--- src/rtl/bp_pkg.sv ---
// Shared predictor state encoding and direction helpers for the resolve tracker.
package bp_pkg;

  typedef enum logic [1:0] {
    STRONG_NT = 2'b00,
    WEAK_NT   = 2'b01,
    WEAK_T    = 2'b10,
    STRONG_T  = 2'b11
  } state_t;

  function automatic logic pred_dir(input state_t s);
    return s[1];
  endfunction

  function automatic logic is_strong(input state_t s);
    return (s == STRONG_NT) || (s == STRONG_T);
  endfunction

endpackage

--- src/rtl/bp_pred_fifo.sv ---
// In-order queue of issued predictions; occupancy drives full/empty.
module bp_pred_fifo
  import bp_pkg::*;
#(
  parameter int DEPTH = 4
) (
  input  logic                         clk,
  input  logic                         reset_n,
  input  logic                         push,
  input  logic                         pop,
  input  state_t                       din,
  output state_t                       dout,
  output logic [$clog2(DEPTH+1)-1:0]   pending,
  output logic                         full,
  output logic                         empty
);

  localparam int PTR_W = $clog2(DEPTH);
  localparam int CNT_W = $clog2(DEPTH+1);

  state_t             r_mem [DEPTH];
  logic [PTR_W-1:0]   r_wr_ptr;
  logic [PTR_W-1:0]   r_rd_ptr;
  logic [CNT_W-1:0]   r_pending;
  logic               w_push;
  logic               w_pop;

  assign full    = (r_pending == CNT_W'(DEPTH));
  assign empty   = (r_pending == '0);
  assign pending = r_pending;
  assign dout    = r_mem[r_rd_ptr];
  assign w_push  = push && !full;
  assign w_pop   = pop && !empty;

  always_ff @(posedge clk) begin
    if (!reset_n) begin
      r_wr_ptr  <= '0;
      r_rd_ptr  <= '0;
      r_pending <= '0;
    end else begin
      if (w_push) r_wr_ptr <= r_wr_ptr + PTR_W'(1);
      if (w_pop)  r_rd_ptr <= r_rd_ptr + PTR_W'(1);
      if (w_push && !w_pop)      r_pending <= r_pending + CNT_W'(1);
      else if (w_pop && !w_push) r_pending <= r_pending - CNT_W'(1);
    end
  end

  // Storage holds no control state, so it is left out of reset.
  always_ff @(posedge clk) begin
    if (w_push) r_mem[r_wr_ptr] <= din;
  end

endmodule

--- src/rtl/bp_resolve_tracker.sv ---
// Compares buffered predictions against resolved outcomes; pulses mispredicts
// and keeps saturating accuracy counters plus sticky protocol-error flags.
module bp_resolve_tracker
  import bp_pkg::*;
#(
  parameter int DEPTH = 4,
  parameter int CNT_W = 16
) (
  input  logic                       clk,
  input  logic                       reset_n,
  input  logic                       issue_valid,
  input  state_t                     prediction,
  output logic                       issue_ready,
  input  logic                       resolve_valid,
  input  logic                       resolve_taken,
  input  logic                       stats_clr,
  output logic                       mispredict,
  output logic                       mispredict_strong,
  output logic [$clog2(DEPTH+1)-1:0] pending,
  output logic [CNT_W-1:0]           total_cnt,
  output logic [CNT_W-1:0]           miss_cnt,
  output logic [CNT_W-1:0]           strong_miss_cnt,
  output logic                       err_overflow,
  output logic                       err_underflow
);

  function automatic logic [CNT_W-1:0] sat_inc(input logic [CNT_W-1:0] v, input logic en);
    return (en && (v != {CNT_W{1'b1}})) ? v + CNT_W'(1) : v;
  endfunction

  logic               w_full;
  logic               w_empty;
  logic               w_ready;
  logic               w_push;
  logic               w_pop;
  logic               w_mismatch;
  logic               w_strong_miss;
  state_t             w_head;

  logic               r_mispredict_p1;
  logic               r_mispredict_strong_p1;
  logic [CNT_W-1:0]   r_total_cnt;
  logic [CNT_W-1:0]   r_miss_cnt;
  logic [CNT_W-1:0]   r_strong_miss_cnt;
  logic               r_err_overflow;
  logic               r_err_underflow;

  assign w_ready       = reset_n && !w_full;
  assign w_push        = issue_valid && w_ready;
  assign w_pop         = resolve_valid && !w_empty;
  assign w_mismatch    = w_pop && (pred_dir(w_head) ^ resolve_taken);
  assign w_strong_miss = w_mismatch && is_strong(w_head);

  bp_pred_fifo #(.DEPTH(DEPTH)) u_fifo (
    .clk     (clk),
    .reset_n (reset_n),
    .push    (w_push),
    .pop     (w_pop),
    .din     (prediction),
    .dout    (w_head),
    .pending (pending),
    .full    (w_full),
    .empty   (w_empty)
  );

  // Resolve stage -> registered pulses and statistics
  always_ff @(posedge clk) begin
    if (!reset_n) begin
      r_mispredict_p1        <= 1'b0;
      r_mispredict_strong_p1 <= 1'b0;
      r_total_cnt            <= '0;
      r_miss_cnt             <= '0;
      r_strong_miss_cnt      <= '0;
      r_err_overflow         <= 1'b0;
      r_err_underflow        <= 1'b0;
    end else begin
      r_mispredict_p1        <= w_mismatch;
      r_mispredict_strong_p1 <= w_strong_miss;
      if (stats_clr) begin
        r_total_cnt       <= '0;
        r_miss_cnt        <= '0;
        r_strong_miss_cnt <= '0;
        r_err_overflow    <= 1'b0;
        r_err_underflow   <= 1'b0;
      end else begin
        r_total_cnt       <= sat_inc(r_total_cnt, w_pop);
        r_miss_cnt        <= sat_inc(r_miss_cnt, w_mismatch);
        r_strong_miss_cnt <= sat_inc(r_strong_miss_cnt, w_strong_miss);
        r_err_overflow    <= r_err_overflow | (issue_valid && !w_ready);
        r_err_underflow   <= r_err_underflow | (resolve_valid && w_empty);
      end
    end
  end

  assign issue_ready       = w_ready;
  assign mispredict        = r_mispredict_p1;
  assign mispredict_strong = r_mispredict_strong_p1;
  assign total_cnt         = r_total_cnt;
  assign miss_cnt          = r_miss_cnt;
  assign strong_miss_cnt   = r_strong_miss_cnt;
  assign err_overflow      = r_err_overflow;
  assign err_underflow     = r_err_underflow;

endmodule
--- config.mk ---
export PLATFORM = sky130hd
export DESIGN_NAME = bp_resolve_tracker
export DESIGN_NICKNAME = d
export VERILOG_FILES = /design/src/rtl/bp_pkg.sv /design/src/rtl/bp_pred_fifo.sv /design/src/rtl/bp_resolve_tracker.sv
export SDC_FILE = /design/constraint.sdc
export NUM_CORES = 1
export LEC_CHECK = 0
export ABC_CLOCK_PERIOD_IN_PS = 4450
export CAP_MARGIN = 20
export CORE_ASPECT_RATIO = 0.8
export CORE_MARGIN = 2
export CORE_UTILIZATION = 55
export DETAILED_ROUTE_END_ITERATION = 8
export HOLD_SLACK_MARGIN = 0.05
export PLACE_DENSITY = 0.84
export SLEW_MARGIN = 40
export SYNTH_ARGS = -nofsm -noshare
export SYNTH_HDL_FRONTEND = slang
export SYNTH_SLANG_ARGS = --single-unit
--- constraint.sdc ---
create_clock -name clk -period 4.45 [get_ports clk]
set_clock_uncertainty 0.1 [all_clocks]
set_input_delay 0.89 -clock clk [delete_from_list [all_inputs] [get_ports clk]]
set_output_delay 0.89 -clock clk [all_outputs]
set_load 0.03 [all_outputs]
==> Yosys cells after proc, flatten, opt, wreduce, memory -nomap -nowiden <==
Memory sizes are Yosys's and may differ from the RTL's. A register that Yosys moved wholly into a read port is not among the register bits.
Index checks and enable logic that the tools add are counted.
{ "totals": {"ramBits": 8, "regBits": 59, "n_memories": 1} }
{ "memory_table": {"columns": ["name", "depth", "width", "read_ports", "rd_ports_with_merged_regs", "wr", "line", "rtl"], "rows": [
  ["u_fifo.r_mem", 4, 2, 1, 1, 1, "bp_pred_fifo.sv:21", "state_t r_mem [DEPTH];"]
]} }
{ "classes": {"mux": 6, "n_reduce_logical": 24, "addsub": 7, "bitwise_logic": 4, "eq_ne": 5} }
{ "op_table": {"columns": ["operator", "count"], "rows": [
  ["adder 16 x 1 -> 16 bit, second input constant", 3],
  ["inequality test 16 bit, second input constant", 3],
  ["logical AND 1 bit", 14],
  ["2-to-1 mux 3 bit", 2],
  ["logical NOT 1 bit", 5],
  ["adder 2 x 1 -> 2 bit, second input constant", 2],
  ["2-to-1 mux 2 bit", 2],
  ["adder 3 x 1 -> 3 bit, second input constant", 1],
  ["equality test 3 bit, second input constant", 1],
  ["logical NOT 3 bit", 1],
  ["subtractor 3 x 1 -> 3 bit, second input constant", 1],
  ["equality test 2 bit, second input constant", 1],
  ["logical NOT 2 bit", 1],
  ["2-to-1 mux 1 bit", 2],
  ["bitwise OR 1 bit", 2],
  ["nonzero test 2 bit", 1],
  ["OR reduction 2 bit", 1],
  ["logical OR 1 bit", 1],
  ["inverter 1 bit", 1],
  ["bitwise XOR 1 bit", 1]
]} }

==> Depth between registers and ports, before layout <==
{ "depth": {"ltp_word": 9, "ltp_mapped": 9, "ltp_nobuf": 9} }

==> Modules after synthesis <==
A second synthesis with hierarchy kept.
{ "unflattened": {"hier_cells": 380, "hier_area_um2": 3464.6} }
{ "modules_own_cells": {"columns": ["module", "area_per_inst_um2", "n_inst", "cells_each", "seq_area_each_um2"], "rows": [
  ["bp_resolve_tracker", 2690.1, 1, 322, 1041.0],
  ["bp_pred_fifo", 774.5, 1, 58, 420.4]
]} }

==> Least setup slack after synthesis <==
Ideal clock, no wire load.
{ "synth_timing": {"path_kind": "input to register", "startpoint": "in reset_n", "endpoint": "reg u_fifo.r_pending[2] (netlist: u_fifo.pending[2])", "setup_ns": 0.076, "slack_ns": 1.237, "path_buffers": 0, "stages": 8, "arrival_time_ns": 3.037, "cell_sequence": "a21boi_1 > and2_0 > ha_1 > inv_1 > fa_1 > xor2_1 > or3_1 > a21boi_0"} }
{ "synth_via": {"elab_chain_cells": 6} }
{ "synth_rtl": {"columns": ["item", "line", "rtl"], "rows": [
  ["start: declaration", "bp_resolve_tracker.sv:10", "input logic reset_n,"],
  ["logical AND 1 bit (*)", "bp_resolve_tracker.sv:48", "assign w_ready = reset_n && !w_full;"],
  ["logical AND 1 bit (*)", "bp_resolve_tracker.sv:49", "assign w_push = issue_valid && w_ready;"],
  ["logical AND 1 bit (*)", "bp_pred_fifo.sv:32", "assign w_push = push && !full;"],
  ["net u_fifo.w_push", "bp_pred_fifo.sv:25", "logic w_push;"],
  ["logical NOT 1 bit", "bp_pred_fifo.sv:44", "else if (w_pop && !w_push) r_pending <= r_pending - CNT_W'(1);"],
  ["logical AND 1 bit", "bp_pred_fifo.sv:44", null],
  ["nonzero test 2 bit (no source line)", null, null],
  ["end signal: assignment", "bp_pred_fifo.sv:43", "if (w_push && !w_pop) r_pending <= r_pending + CNT_W'(1);"],
  ["end signal: assignment", "bp_pred_fifo.sv:44", null],
  ["end: declaration", "bp_pred_fifo.sv:24", "logic [CNT_W-1:0] r_pending;"]
]} }
Mark *: on every way through the listed nets, which the timed path passes. The rest lies on a longest branch.
A chain may end at the register's enable or synchronous reset.

==> Final worst setup path <==
{ "layout_timing": {"startpoint": "in reset_n", "endpoint": "out issue_ready"} }
{ "layout_via": {"elab_chain_cells": 1} }
{ "layout_rtl": {"columns": ["item", "line", "rtl"], "rows": [
  ["logical AND 1 bit", "bp_resolve_tracker.sv:48", null],
  ["end: declaration", "bp_resolve_tracker.sv:13", "output logic issue_ready,"]
]} }
Every way passes these cells.

==> results.json <==
{
  "yosys_warnings": 0,
  "clock_path_buffers": 2,
  "endpoint": "issue_ready",
  "cpPeakStageDelay_ps": 750,
  "numPlacedInstances": 492,
  "die_w_um": 90.4,
  "io_buffers": 63,
  "numCtsBuffers": 9,
  "seq_area_frac_synth_pct": 44.5,
  "finalHoldViolCount": 0,
  "syn_inst": 359,
  "p_sw_uw": 465,
  "avgViaCountPerCell": 5.61,
  "crit_start": "reset_n",
  "intPower_mw": 1.21,
  "wl_per_cell_um": 14.1,
  "r2r_setup_slack_ps": 1720,
  "criticalPathCategory": "in -> out",
  "synth_edf_count": 8,
  "htree_num_levels": 3,
  "vdd_drop_max_uv": 305,
  "synthFlopType": "dfxtp_1",
  "die_h_um": 73.1,
  "seq_power_share_pct": 41.9,
  "postCtsHoldBufs": 0,
  "synth_seq_cells": 69,
  "syn-num-nets": 376,
  "synth_fa_ha_area_share_pct": 3.66,
  "firstDrtPassIters": 4,
  "finalWirelength_um": 7160,
  "grt_use_total_pct": 22.9,
  "drc_errors": 0,
  "fin_crit_sh_pct": 83.4,
  "grt_pass1_wl_um": 12200,
  "r2r_cells": 9,
  "yosysTopAreaCellShare_pct": 37.2,
  "slowest_stage": "clkdlybuf4s50_1",
  "synth_simple_gate_area_share_pct": 26.6,
  "hold_slack_ps": 377,
  "status": "finished, final reports clean",
  "synth-compound-area-share_pct": 12.7,
  "maxSlewHeadroom_pct": 53.4,
  "hpwl_um": 4980,
  "syn_avg_cell_area_um2": 9.14,
  "detailedRoute.firstIterationViolations": 110,
  "antenna_found_initial": 0,
  "setup_viol": 0,
  "cp-end-kind": "primary output",
  "finalSetupTns_ps": 0,
  "yosys.area.top_type": "dfxtp_1",
  "fmax_mhz": 269,
  "grt-ovfl-total": 0,
  "clkPwrFrac_pct": 38.4,
  "maxCapViolCount": 0,
  "cts_sinks": 69,
  "cp.required_ps": 3460,
  "startpoint_type": "input pin",
  "clock_latency_ps": 340,
  "diodes": 0,
  "fin_area_um2": 4230,
  "ios": 64,
  "start_util_pct": 56.1,
  "async_flop_share_pct": 0,
  "arrival_ps": 2720,
  "hold_path_class": "reg -> reg",
  "cp_cell_sequence": "clkdlybuf4s50_1 > a21boi_1 > clkdlybuf4s50_1",
  "crit_family": "buffers and inverters",
  "r2r-end": "u_fifo.pending[2]$_SDFFE_PN0P_",
  "grt_max_degree": 31,
  "p_leak_nw": 1.37,
  "finalNetCount": 439,
  "synth.distinct_cells": 48,
  "stdcell_count": 508,
  "dpl-instance-area_um2": 3970,
  "coreArea_um2": 5850,
  "synth_top_family_by_area": "simple AND/OR/NAND/NOR gates",
  "synth_area_leaders": "dfxtp_1 (37%), edfxtp_1 (7.3%), xnor2_1 (4.3%), a21oi_1 (3.7%), nor2_1 (3.2%)",
  "mostFrequentLayoutCell": "clkdlybuf4s50_1",
  "drv_slew": 0,
  "netlist_area_um2": 3280,
  "root_buffer": "clkbuf_8",
  "num_vias": 2850,
  "pwr-share-comb_pct": 19.6,
  "cp.depth": 3,
  "die_area_um2": 6600,
  "areaGrowthSynthToFinish_pct": 28.9,
  "powerDensity_nw_per_um2": 395,
  "ant_nets": 0,
  "clkTransAtPathRegs_ps": 70,
  "cts_tree": "yes",
  "min_period_ps": 3710,
  "critPathMaxFanout": 12,
  "rsz0062_at_grt": "no",
  "cp_num_buf_inv": 2,
  "p_sw_share_pct": 27.8,
  "layout-drive-gt1-share_pct": 5.85,
  "postCtsSetupRepairBufs": 0,
  "rows": 25,
  "gp_congestion": 0.812,
  "crit_top_cell": "clkdlybuf4s50_1",
  "tightest_slew_ps": 699,
  "cts_resized": 0,
  "grt_pass1_vias": 2668,
  "muxShareOfSynthArea_pct": 2.10,
  "r2r_start": "u_fifo.pending[0]$_SDFFE_PN0P_",
  "layout_common_cells": "clkdlybuf4s50_1 (63), dfxtp_1 (61), nor2_1 (28)",
  "synthXorXnorAreaFrac_pct": 7.48
}
worst min-delay path by stage:
stage,startpoint,to,cells past startpoint,slack (ps)
6_report,err_overflow$_SDFF_PP0_,err_overflow$_SDFF_PP0_,2,380
5_1_grt,err_overflow$_SDFF_PP0_,err_overflow$_SDFF_PP0_,2,410
4_1_cts,err_overflow$_SDFF_PP0_,err_overflow$_SDFF_PP0_,2,380
3_5_place_dp,err_overflow$_SDFF_PP0_,err_overflow$_SDFF_PP0_,2,360
3_3_place_gp,err_overflow$_SDFF_PP0_,err_overflow$_SDFF_PP0_,2,350
2_1_floorplan,u_fifo.r_wr_ptr[1]$_SDFFE_PN0P_,u_fifo.r_wr_ptr[1]$_SDFFE_PN0P_,2,370
layer usage:
metal	share of wire, %	vias to the layer above	routed length [um]	track usage (%)
met1	45	1321	3230	28.2
met3	5.4	8	390	6.30
li1	-	1444	-	-
met4	1.1	0	80	7.35
met5	0	-	0	0
met2	48	77	3470	39.8
cell families (layout without fill, tap and decap cells):
| family | after synthesis | count (layout) |
|---|---|---|
| xor gates and xnor gates | 28 | 28 |
| AOI/OAI and AO/OA | 69 | 69 |
| and+or+nand+nor | 157 | 157 |
| adders and majority gates | 9 | 9 |
| buffers and inverters | 23 | 91 |
| muxes | 4 | 4 |
| DFF | 69 | 69 |
flip-flops by register name, summed over array words and instances (netlist names), 2 cells and up, named ones only:
signal and count:
u_fifo.r_mem 8, miss_cnt 16, u_fifo.r_wr_ptr 2, total_cnt 16, u_fifo.pending 3, strong_miss_cnt 16
u_fifo.r_rd_ptr 2
worst reg2reg max path, cell delays in order (launching register included):
cell	delay, ps
dfxtp_1	460
nor2_1	80
a21boi_1	350
and2_0	290
ha_1	250
inv_1	80
fa_1	390
xor2_1	170
or3_1	320
a21boi_0	180
cell type report:
type	instances	area, um^2
Multi-Input combinational cell	267	1720
Fill cell	430	1620
Sequential cell	69	1460
Timing Repair Buffer	66	653
Clock buffer	10	149
Clock inverter	6	108
Tap cell	81	101
Inverter	9	33.8
per-stage QoR:
step	setup slack (ps)	power (mW)	util, %
6_report	737	1.67	72.3
5_1_grt	613	1.75	72.3
4_1_cts	731	1.69	72.3
3_5_place_dp	673	1.04	67.9
3_3_place_gp	765	1.03	67.9
2_1_floorplan	1240	0.947	-
synthesized netlist by cell type, drive strengths merged (6+ instances only):
| master | number |
|---|---|
| nand3 | 20 |
| clkbuf | 12 |
| xor2 | 12 |
| ha | 8 |
| nand4 | 16 |
| nor2 | 28 |
| inv | 9 |
| or4 | 8 |
| and4 | 6 |
| nand2 | 22 |
| or3 | 17 |
| xnor2 | 16 |
| dfxtp | 61 |
| a21oi | 24 |
| edfxtp | 8 |
| o21ai | 21 |
| and3 | 9 |
| and2 | 13 |
power groups by stage:
stage	clock [mW]	combinational (mW)	sequential, mW
finish	0.643	0.328	0.701
global route	0.683	0.358	0.707
CTS	0.656	0.330	0.701
detailed placement	0	0.326	0.715
global placement	0	0.313	0.713
floorplan	0	0.206	0.741
(Power assumes the default switching activity.)
